[config.mk]
export PLATFORM = sky130hd
export DESIGN_NAME = tone_step_gen_flat
export DESIGN_NICKNAME = d
export VERILOG_FILES = /design/src/rtl/audio_tone_pkg.sv /design/src/rtl/tone_step_gen_if.sv /design/src/rtl/tone_step_gen_period_calc.sv /design/src/rtl/tone_step_gen.sv /design/src/flat_wrapper.sv
export SDC_FILE = /design/constraint.sdc
export NUM_CORES = 1
export LEC_CHECK = 0
export CAP_MARGIN = 10
export CORE_UTILIZATION = 48
export CTS_BUF_LIST = sky130_fd_sc_hd__clkbuf_4
export DETAILED_ROUTE_END_ITERATION = 7
export GPL_ROUTABILITY_DRIVEN = 0
export HOLD_SLACK_MARGIN = 0.15
export PLACE_DENSITY = 0.68
export RECOVER_POWER = 25
export SLEW_MARGIN = 20
export SYNTH_ARGS = -nofsm -noshare
export SYNTH_HDL_FRONTEND = slang
export SYNTH_HIERARCHICAL = 1
export SYNTH_SLANG_ARGS = --single-unit
[constraint.sdc]
create_clock -name clk -period 3.3 [get_ports clk]
set_input_delay 0.33 -clock clk [delete_from_list [all_inputs] [get_ports clk]]
set_output_delay 0.33 -clock clk [all_outputs]
set_load 0.03 [all_outputs]
[src/rtl/audio_tone_pkg.sv]
// Shared constants and types for the tone step generator: base-octave period table and decode FSM states.
`default_nettype none

package audio_tone_pkg;

  localparam int SEMITONES = 12;
  localparam int TONE_REST = 0;

  // 100 MHz cycles per waveform step for C3..B3 (32 steps per waveform).
  localparam logic [15:0] BASE_PERIOD [0:11] = '{
    16'd23890, 16'd22549, 16'd21283, 16'd20089, 16'd18961, 16'd17897,
    16'd16892, 16'd15944, 16'd15050, 16'd14205, 16'd13408, 16'd12655
  };

  typedef enum logic [0:0] {
    ST_IDLE   = 1'b0,
    ST_DIVIDE = 1'b1
  } calc_state_t;

  function automatic logic [15:0] base_period(input logic [3:0] idx);
    logic [15:0] r;
    r = 16'd0;
    for (int i = 0; i < SEMITONES; i++) begin
      if (idx == 4'(i)) r = BASE_PERIOD[i];
    end
    return r;
  endfunction

endpackage

`default_nettype wire

[src/rtl/tone_step_gen_if.sv]
// Control/status bundle between the AudioController and the tone step generator.
`default_nettype none

interface tone_step_gen_if #(
  parameter int TONE_W    = 6,
  parameter int STEP_BITS = 5,
  parameter int PERIOD_W  = 16
);
  logic                 enable;
  logic [TONE_W-1:0]    tone_in;
  logic                 tone_load;
  logic                 busy;
  logic [PERIOD_W-1:0]  period_out;
  logic [STEP_BITS-1:0] step_idx;
  logic                 step_tick;
  logic                 wave_start;

  modport master (
    output enable, tone_in, tone_load,
    input  busy, period_out, step_idx, step_tick, wave_start
  );

  modport slave (
    input  enable, tone_in, tone_load,
    output busy, period_out, step_idx, step_tick, wave_start
  );
endinterface

`default_nettype wire

[src/rtl/tone_step_gen_period_calc.sv]
// tone_period_calc: tone number -> step period by repeated subtract-12 and an octave right shift.
`default_nettype none

module tone_period_calc
  import audio_tone_pkg::*;
#(
  parameter int NUM_OCTAVES = 4,
  parameter int TONE_W      = 6,
  parameter int PERIOD_W    = 16
) (
  input  wire logic                clk,
  input  wire logic                rst_n,
  input  wire logic                i_load,
  input  wire logic [TONE_W-1:0]   i_tone,
  output logic      [PERIOD_W-1:0] o_target,
  output logic                     o_target_valid,
  output logic                     o_busy
);

  localparam int OCT_W    = (NUM_OCTAVES < 1) ? 1 : $clog2(NUM_OCTAVES + 1);
  localparam int MAX_TONE = SEMITONES * NUM_OCTAVES;

  calc_state_t         r_state;
  calc_state_t         w_state_nxt;
  logic [TONE_W-1:0]   r_rem;
  logic [OCT_W-1:0]    r_oct;
  logic [PERIOD_W-1:0] r_target;
  logic                r_target_valid;
  logic                w_tone_ok;
  logic                w_rem_ge;
  logic [15:0]         w_shifted;

  assign w_tone_ok = (i_tone != TONE_W'(TONE_REST)) && (int'(i_tone) <= MAX_TONE);
  assign w_rem_ge  = (r_rem >= TONE_W'(SEMITONES));
  assign w_shifted = base_period(r_rem[3:0]) >> r_oct;

  always_ff @(posedge clk or negedge rst_n) begin
    if (!rst_n) r_state <= ST_IDLE;
    else        r_state <= w_state_nxt;
  end

  always_comb begin
    w_state_nxt = r_state;
    case (r_state)
      ST_IDLE:   if (i_load && w_tone_ok) w_state_nxt = ST_DIVIDE;
      ST_DIVIDE: if (!w_rem_ge)           w_state_nxt = ST_IDLE;
      default:                            w_state_nxt = ST_IDLE;
    endcase
  end

  always_comb begin
    o_busy         = (r_state == ST_DIVIDE);
    o_target       = r_target;
    o_target_valid = r_target_valid;
  end

  // Invalid tones and rests resolve to a silent target without entering DIVIDE.
  always_ff @(posedge clk or negedge rst_n) begin
    if (!rst_n) begin
      r_rem          <= '0;
      r_oct          <= '0;
      r_target       <= '0;
      r_target_valid <= 1'b0;
    end else begin
      r_target_valid <= 1'b0;
      case (r_state)
        ST_IDLE: begin
          if (i_load) begin
            if (w_tone_ok) begin
              r_rem <= i_tone - 1'b1;
              r_oct <= '0;
            end else begin
              r_target       <= '0;
              r_target_valid <= 1'b1;
            end
          end
        end
        ST_DIVIDE: begin
          if (w_rem_ge) begin
            r_rem <= r_rem - TONE_W'(SEMITONES);
            r_oct <= r_oct + 1'b1;
          end else begin
            r_target       <= PERIOD_W'(w_shifted);
            r_target_valid <= 1'b1;
          end
        end
        default: ;
      endcase
    end
  end

endmodule

`default_nettype wire

[src/rtl/tone_step_gen.sv]
// tone_step_gen: tone decode, boundary-synchronous period apply and waveform step counter.
// Optional macro TONE_GLIDE_EN: glide the period toward a new target one fraction per waveform.
`default_nettype none

module tone_step_gen
  import audio_tone_pkg::*;
#(
  parameter int STEP_BITS   = 5,
  parameter int NUM_OCTAVES = 4,
  parameter int TONE_W      = 6,
  parameter int PERIOD_W    = 16,
  parameter int GLIDE_SHIFT = 3
) (
  input wire logic     clk,
  input wire logic     rst_n,
  tone_step_gen_if.slave bus
);

  logic [PERIOD_W-1:0]  w_target;
  logic                 w_target_valid;
  logic                 w_busy;
  logic [PERIOD_W-1:0]  r_period;
  logic [PERIOD_W-1:0]  r_cnt;
  logic [STEP_BITS-1:0] r_idx;
  logic                 r_tick;
  logic                 r_wave;
  logic                 w_run;
  logic                 w_step_end;
  logic                 w_wrap;
  logic [PERIOD_W-1:0]  w_next_period;
  logic                 w_unused;

  tone_period_calc #(
    .NUM_OCTAVES (NUM_OCTAVES),
    .TONE_W      (TONE_W),
    .PERIOD_W    (PERIOD_W)
  ) u_calc (
    .clk            (clk),
    .rst_n          (rst_n),
    .i_load         (bus.tone_load),
    .i_tone         (bus.tone_in),
    .o_target       (w_target),
    .o_target_valid (w_target_valid),
    .o_busy         (w_busy)
  );

  assign w_unused   = ^{w_target_valid, 1'(GLIDE_SHIFT)};
  assign w_run      = bus.enable && (r_period != '0);
  assign w_step_end = w_run && (r_cnt == r_period - 1'b1);
  assign w_wrap     = w_step_end && (r_idx == '1);

`ifdef TONE_GLIDE_EN
  logic signed [PERIOD_W:0] w_diff;
  logic signed [PERIOD_W:0] w_abs;
  logic signed [PERIOD_W:0] w_glide_step;

  always_comb begin
    w_diff        = $signed({1'b0, w_target}) - $signed({1'b0, r_period});
    w_abs         = w_diff[PERIOD_W] ? -w_diff : w_diff;
    w_glide_step  = w_diff >>> GLIDE_SHIFT;
    w_next_period = w_target;
    if ((w_target != '0) && (r_period != '0) && ((w_abs >>> GLIDE_SHIFT) != '0))
      w_next_period = r_period + w_glide_step[PERIOD_W-1:0];
  end
`else
  always_comb begin
    w_next_period = w_target;
  end
`endif

  // Outside a running wave the target is taken as-is; a running wave only changes period at its wrap.
  always_ff @(posedge clk or negedge rst_n) begin
    if (!rst_n) begin
      r_period <= '0;
    end else if (w_wrap) begin
      r_period <= w_next_period;
    end else if ((r_period == '0) || !bus.enable) begin
      r_period <= w_target;
    end
  end

  always_ff @(posedge clk or negedge rst_n) begin
    if (!rst_n) begin
      r_cnt  <= '0;
      r_idx  <= '0;
      r_tick <= 1'b0;
      r_wave <= 1'b0;
    end else if (!w_run) begin
      r_cnt  <= '0;
      r_idx  <= '0;
      r_tick <= 1'b0;
      r_wave <= 1'b0;
    end else begin
      r_tick <= w_step_end;
      r_wave <= w_wrap;
      if (w_step_end) begin
        r_cnt <= '0;
        r_idx <= r_idx + 1'b1;
      end else begin
        r_cnt <= r_cnt + 1'b1;
      end
    end
  end

  assign bus.busy       = w_busy;
  assign bus.period_out = r_period;
  assign bus.step_idx   = r_idx;
  assign bus.step_tick  = r_tick;
  assign bus.wave_start = r_wave;

endmodule

`default_nettype wire
[src/flat_wrapper.sv]
// flat-port wrapper written by rule: the top's interface ports become plain ports
module tone_step_gen_flat import audio_tone_pkg::*;
#(
  parameter int STEP_BITS   = 5,
  parameter int NUM_OCTAVES = 4,
  parameter int TONE_W      = 6,
  parameter int PERIOD_W    = 16,
  parameter int GLIDE_SHIFT = 3
)
  (clk, rst_n, bus_enable, bus_tone_in, bus_tone_load, bus_busy, bus_period_out, bus_step_idx, bus_step_tick, bus_wave_start);
  tone_step_gen_if #(.TONE_W(TONE_W), .STEP_BITS(STEP_BITS), .PERIOD_W(PERIOD_W)) bus_i ();
  input wire logic clk;
  input wire logic rst_n;
  input wire logic [$bits(bus_i.enable)-1:0] bus_enable;
  input wire logic [$bits(bus_i.tone_in)-1:0] bus_tone_in;
  input wire logic [$bits(bus_i.tone_load)-1:0] bus_tone_load;
  output wire logic [$bits(bus_i.busy)-1:0] bus_busy;
  output wire logic [$bits(bus_i.period_out)-1:0] bus_period_out;
  output wire logic [$bits(bus_i.step_idx)-1:0] bus_step_idx;
  output wire logic [$bits(bus_i.step_tick)-1:0] bus_step_tick;
  output wire logic [$bits(bus_i.wave_start)-1:0] bus_wave_start;
  assign bus_i.enable = bus_enable;
  assign bus_i.tone_in = bus_tone_in;
  assign bus_i.tone_load = bus_tone_load;
  assign bus_busy = bus_i.busy;
  assign bus_period_out = bus_i.period_out;
  assign bus_step_idx = bus_i.step_idx;
  assign bus_step_tick = bus_i.step_tick;
  assign bus_wave_start = bus_i.wave_start;
  tone_step_gen #(.STEP_BITS(STEP_BITS), .NUM_OCTAVES(NUM_OCTAVES), .TONE_W(TONE_W), .PERIOD_W(PERIOD_W), .GLIDE_SHIFT(GLIDE_SHIFT)) u_core (.clk(clk), .rst_n(rst_n), .bus(bus_i));
endmodule
==> impl_metrics.toml <==
[critical_path]
cp.required_ns = 3.62
crit_path_end = "u_core/bus.period_out[1]"
rr_startpoint = "u_core/bus.period_out[4]"
r2r_cells = 8
endpoint_kind = "register"
cp-start-kind = "register"
critPathKind = "register to register"
timing.rr.end = "u_core/bus.period_out[1]"
reg2reg_slack_ns = 0.25
worstSetupStartpoint = "u_core/bus.period_out[4]"
arrival_ns = 3.37
cp_max_fo = 16

[drt]
dr.first_iter.drc_count = 301
dr.pass1.iters = 8
viasPerCell = 6.06
route.vias.total = 3838
route.detailed.drc = 3
wl_per_cell_um = 17.0
ant_nets = 0
wirelength_um = 10800

[timing]
finalClockSkew_ns = 0.00832
slew_headroom_pct = 15.6
maxSlewViolCount = 0
finalHoldViolations = 0
finalSetupTns_ns = 0
fin_crit_ns = 3.05
period_share_pct = 92.4
rsz0062_at_grt = "no"
max_freq_mhz = 328
setup-violations-final = 0
worst_pin_slew_ns = 1.27

[placement]
port_buffers = 33
place_hpwl_um = 7940

[die]
die_h_um = 98.3
ioPinCount = 34
initial_core_util_pct = 50.3
core_um2 = 8850
std_cell_rows = 34
die-area_um2 = 9660
die_w_um = 98.3

[global_routing]
grt_pass1_wl_um = 18000
grt.met3_usage_pct = 4.58
grt_overflow = 0
busiest_layer = "met2"
use_met2_pct = 38.5
met1_usage_pct = 31.8
grt_max_degree = 43
antenna_found_initial = 0
grt_util_all_layers_pct = 23.6
grt_pass1_vias = 3633

[clock_tree]
clk_pin_slew_ns = 0.11
htree_levels = 3
max-clock-path-buffers = 2
clock-sinks = 64
cts_tree = "built"
cts_buffers = 9
root_buffer = "clkbuf_4"
clk_latency_ns = 0.42

[synthesis]
netlist_area_um2 = 4450
synth_warnings = 6
post_synth.cell_area_avg_um2 = 9.14
synth_nets = 509
syn_inst = 487

[layout]
diodes = 0
layout.nets = 542
post-route-util_pct = 56.7
area_growth_pct = 12.7
drive_above_1_share_pct = 13.3

[flow_run]
drv_cap = 0

[power]
p_per_area_nw_per_um2 = 1010
leakagePower_nw = 2.15
ir_drop_v = 0.000531

[worst_hold_path]
min-delay-path-class = "register to register"

[status]
violations = "design-rule violations"
status = "finished with violations"
-- where the power goes --
part	total, mW	internal, mW	leakage, nW	switching [mW]
registers	1.39	0.999	0.857	0.386
logic	3.12	1.32	1.22	1.79
clock network	0.543	0.230	0.0700	0.313
-- metal layers --
| metal | wire [um] | vias up |
|---|---|---|
| met2 | 5150 | 104 |
| li1 | - | 1850 |
| met4 | 87 | 0 |
| met5 | 0 | - |
| met3 | 559 | 9 |
| met1 | 4960 | 1875 |
-- layout make-up --
class / instances / area, um2
Sequential cell: 64 / 1600
Inverter: 17 / 63.8
Tap cell: 108 / 135
Clock buffer: 9 / 67.6
Clock inverter: 7 / 71.3
Fill cell: 811 / 3830
Multi-Input combinational cell: 376 / 2610
Timing Repair Buffer: 52 / 467
-- worst max-delay path, stage by stage, from the launching register on --
cell	delay [ns]
dfrtp_1	0.49
or4_4	0.62
nor3_1	0.39
a21oi_1	0.19
nor4_2	0.33
nand4_4	0.15
o21bai_4	0.14
buf_4	0.26
mux2_2	0.37
-- sequential cells by signal (all words and copies together), names as in the netlist --
name	flops
u_core/bus.period_out	16
u_core/bus.step_idx	5
u_core/bus.step_tick	1
u_core/bus.wave_start	1
u_core/r_cnt	16
u_core/u_calc/o_busy	1
u_core/u_calc/o_target	15
u_core/u_calc/r_oct	3
u_core/u_calc/r_rem	6
-- how the worst min path moves through the flow --
stage,from,to,cells past startpoint
floorplan,rst_n,u_core/bus.period_out[0],0
global placement,rst_n,u_core/bus.step_idx[3],1
detailed placement,rst_n,u_core/bus.step_idx[3],1
CTS,rst_n,u_core/bus.step_idx[3],2
global route,bus_tone_load,u_core/u_calc/r_oct[2],2
finish,u_core/u_calc/o_target[5],u_core/u_calc/o_target[5],1
-- cell usage in the layout (no fill, tap or decap), types with 5 or more instances in the layout --
cell / count
mux2_2: 8
a211oi_1: 8
nand2_1: 28
nor2_1: 45
o211ai_1: 8
buf_4: 17
nor2b_1: 7
ha_1: 12
clkbuf_4: 9
a221o_1: 5
inv_1: 16
o21ai_0: 26
dfrtp_1: 64
o221ai_1: 5
clkdlybuf4s50_1: 32
xor2_1: 20
nand2b_1: 7
a21oi_1: 27
a22o_2: 5
nor3_1: 21
mux2_4: 6
nand3_1: 17
xnor2_1: 21
and3_1: 10
-- what timing repair did --
item | 4_1_cts | 5_1_grt
gates resized for setup | 0 | 1
hold buffers | 1 | 0
endpoints found under the setup margin | 0 | 7
hold endpoints to repair | 22 | 0
setup buffers | 0 | 0
-- per-stage QoR --
stage	setup WS [ns]	hold WS, ns	area [um2]	instances	power (mW)
floorplan	0.141	0.0344	4450	487	3.66
global placement	0.309	0.325	4860	616	4.39
detailed placement	0.170	0.345	4860	616	4.45
CTS	0.137	0.395	5010	633	5.02
global route	0.0556	0.518	5010	633	5.42
finish	0.252	0.496	5010	633	5.05
No activity file was read; power rests on OpenSTA's default activity.
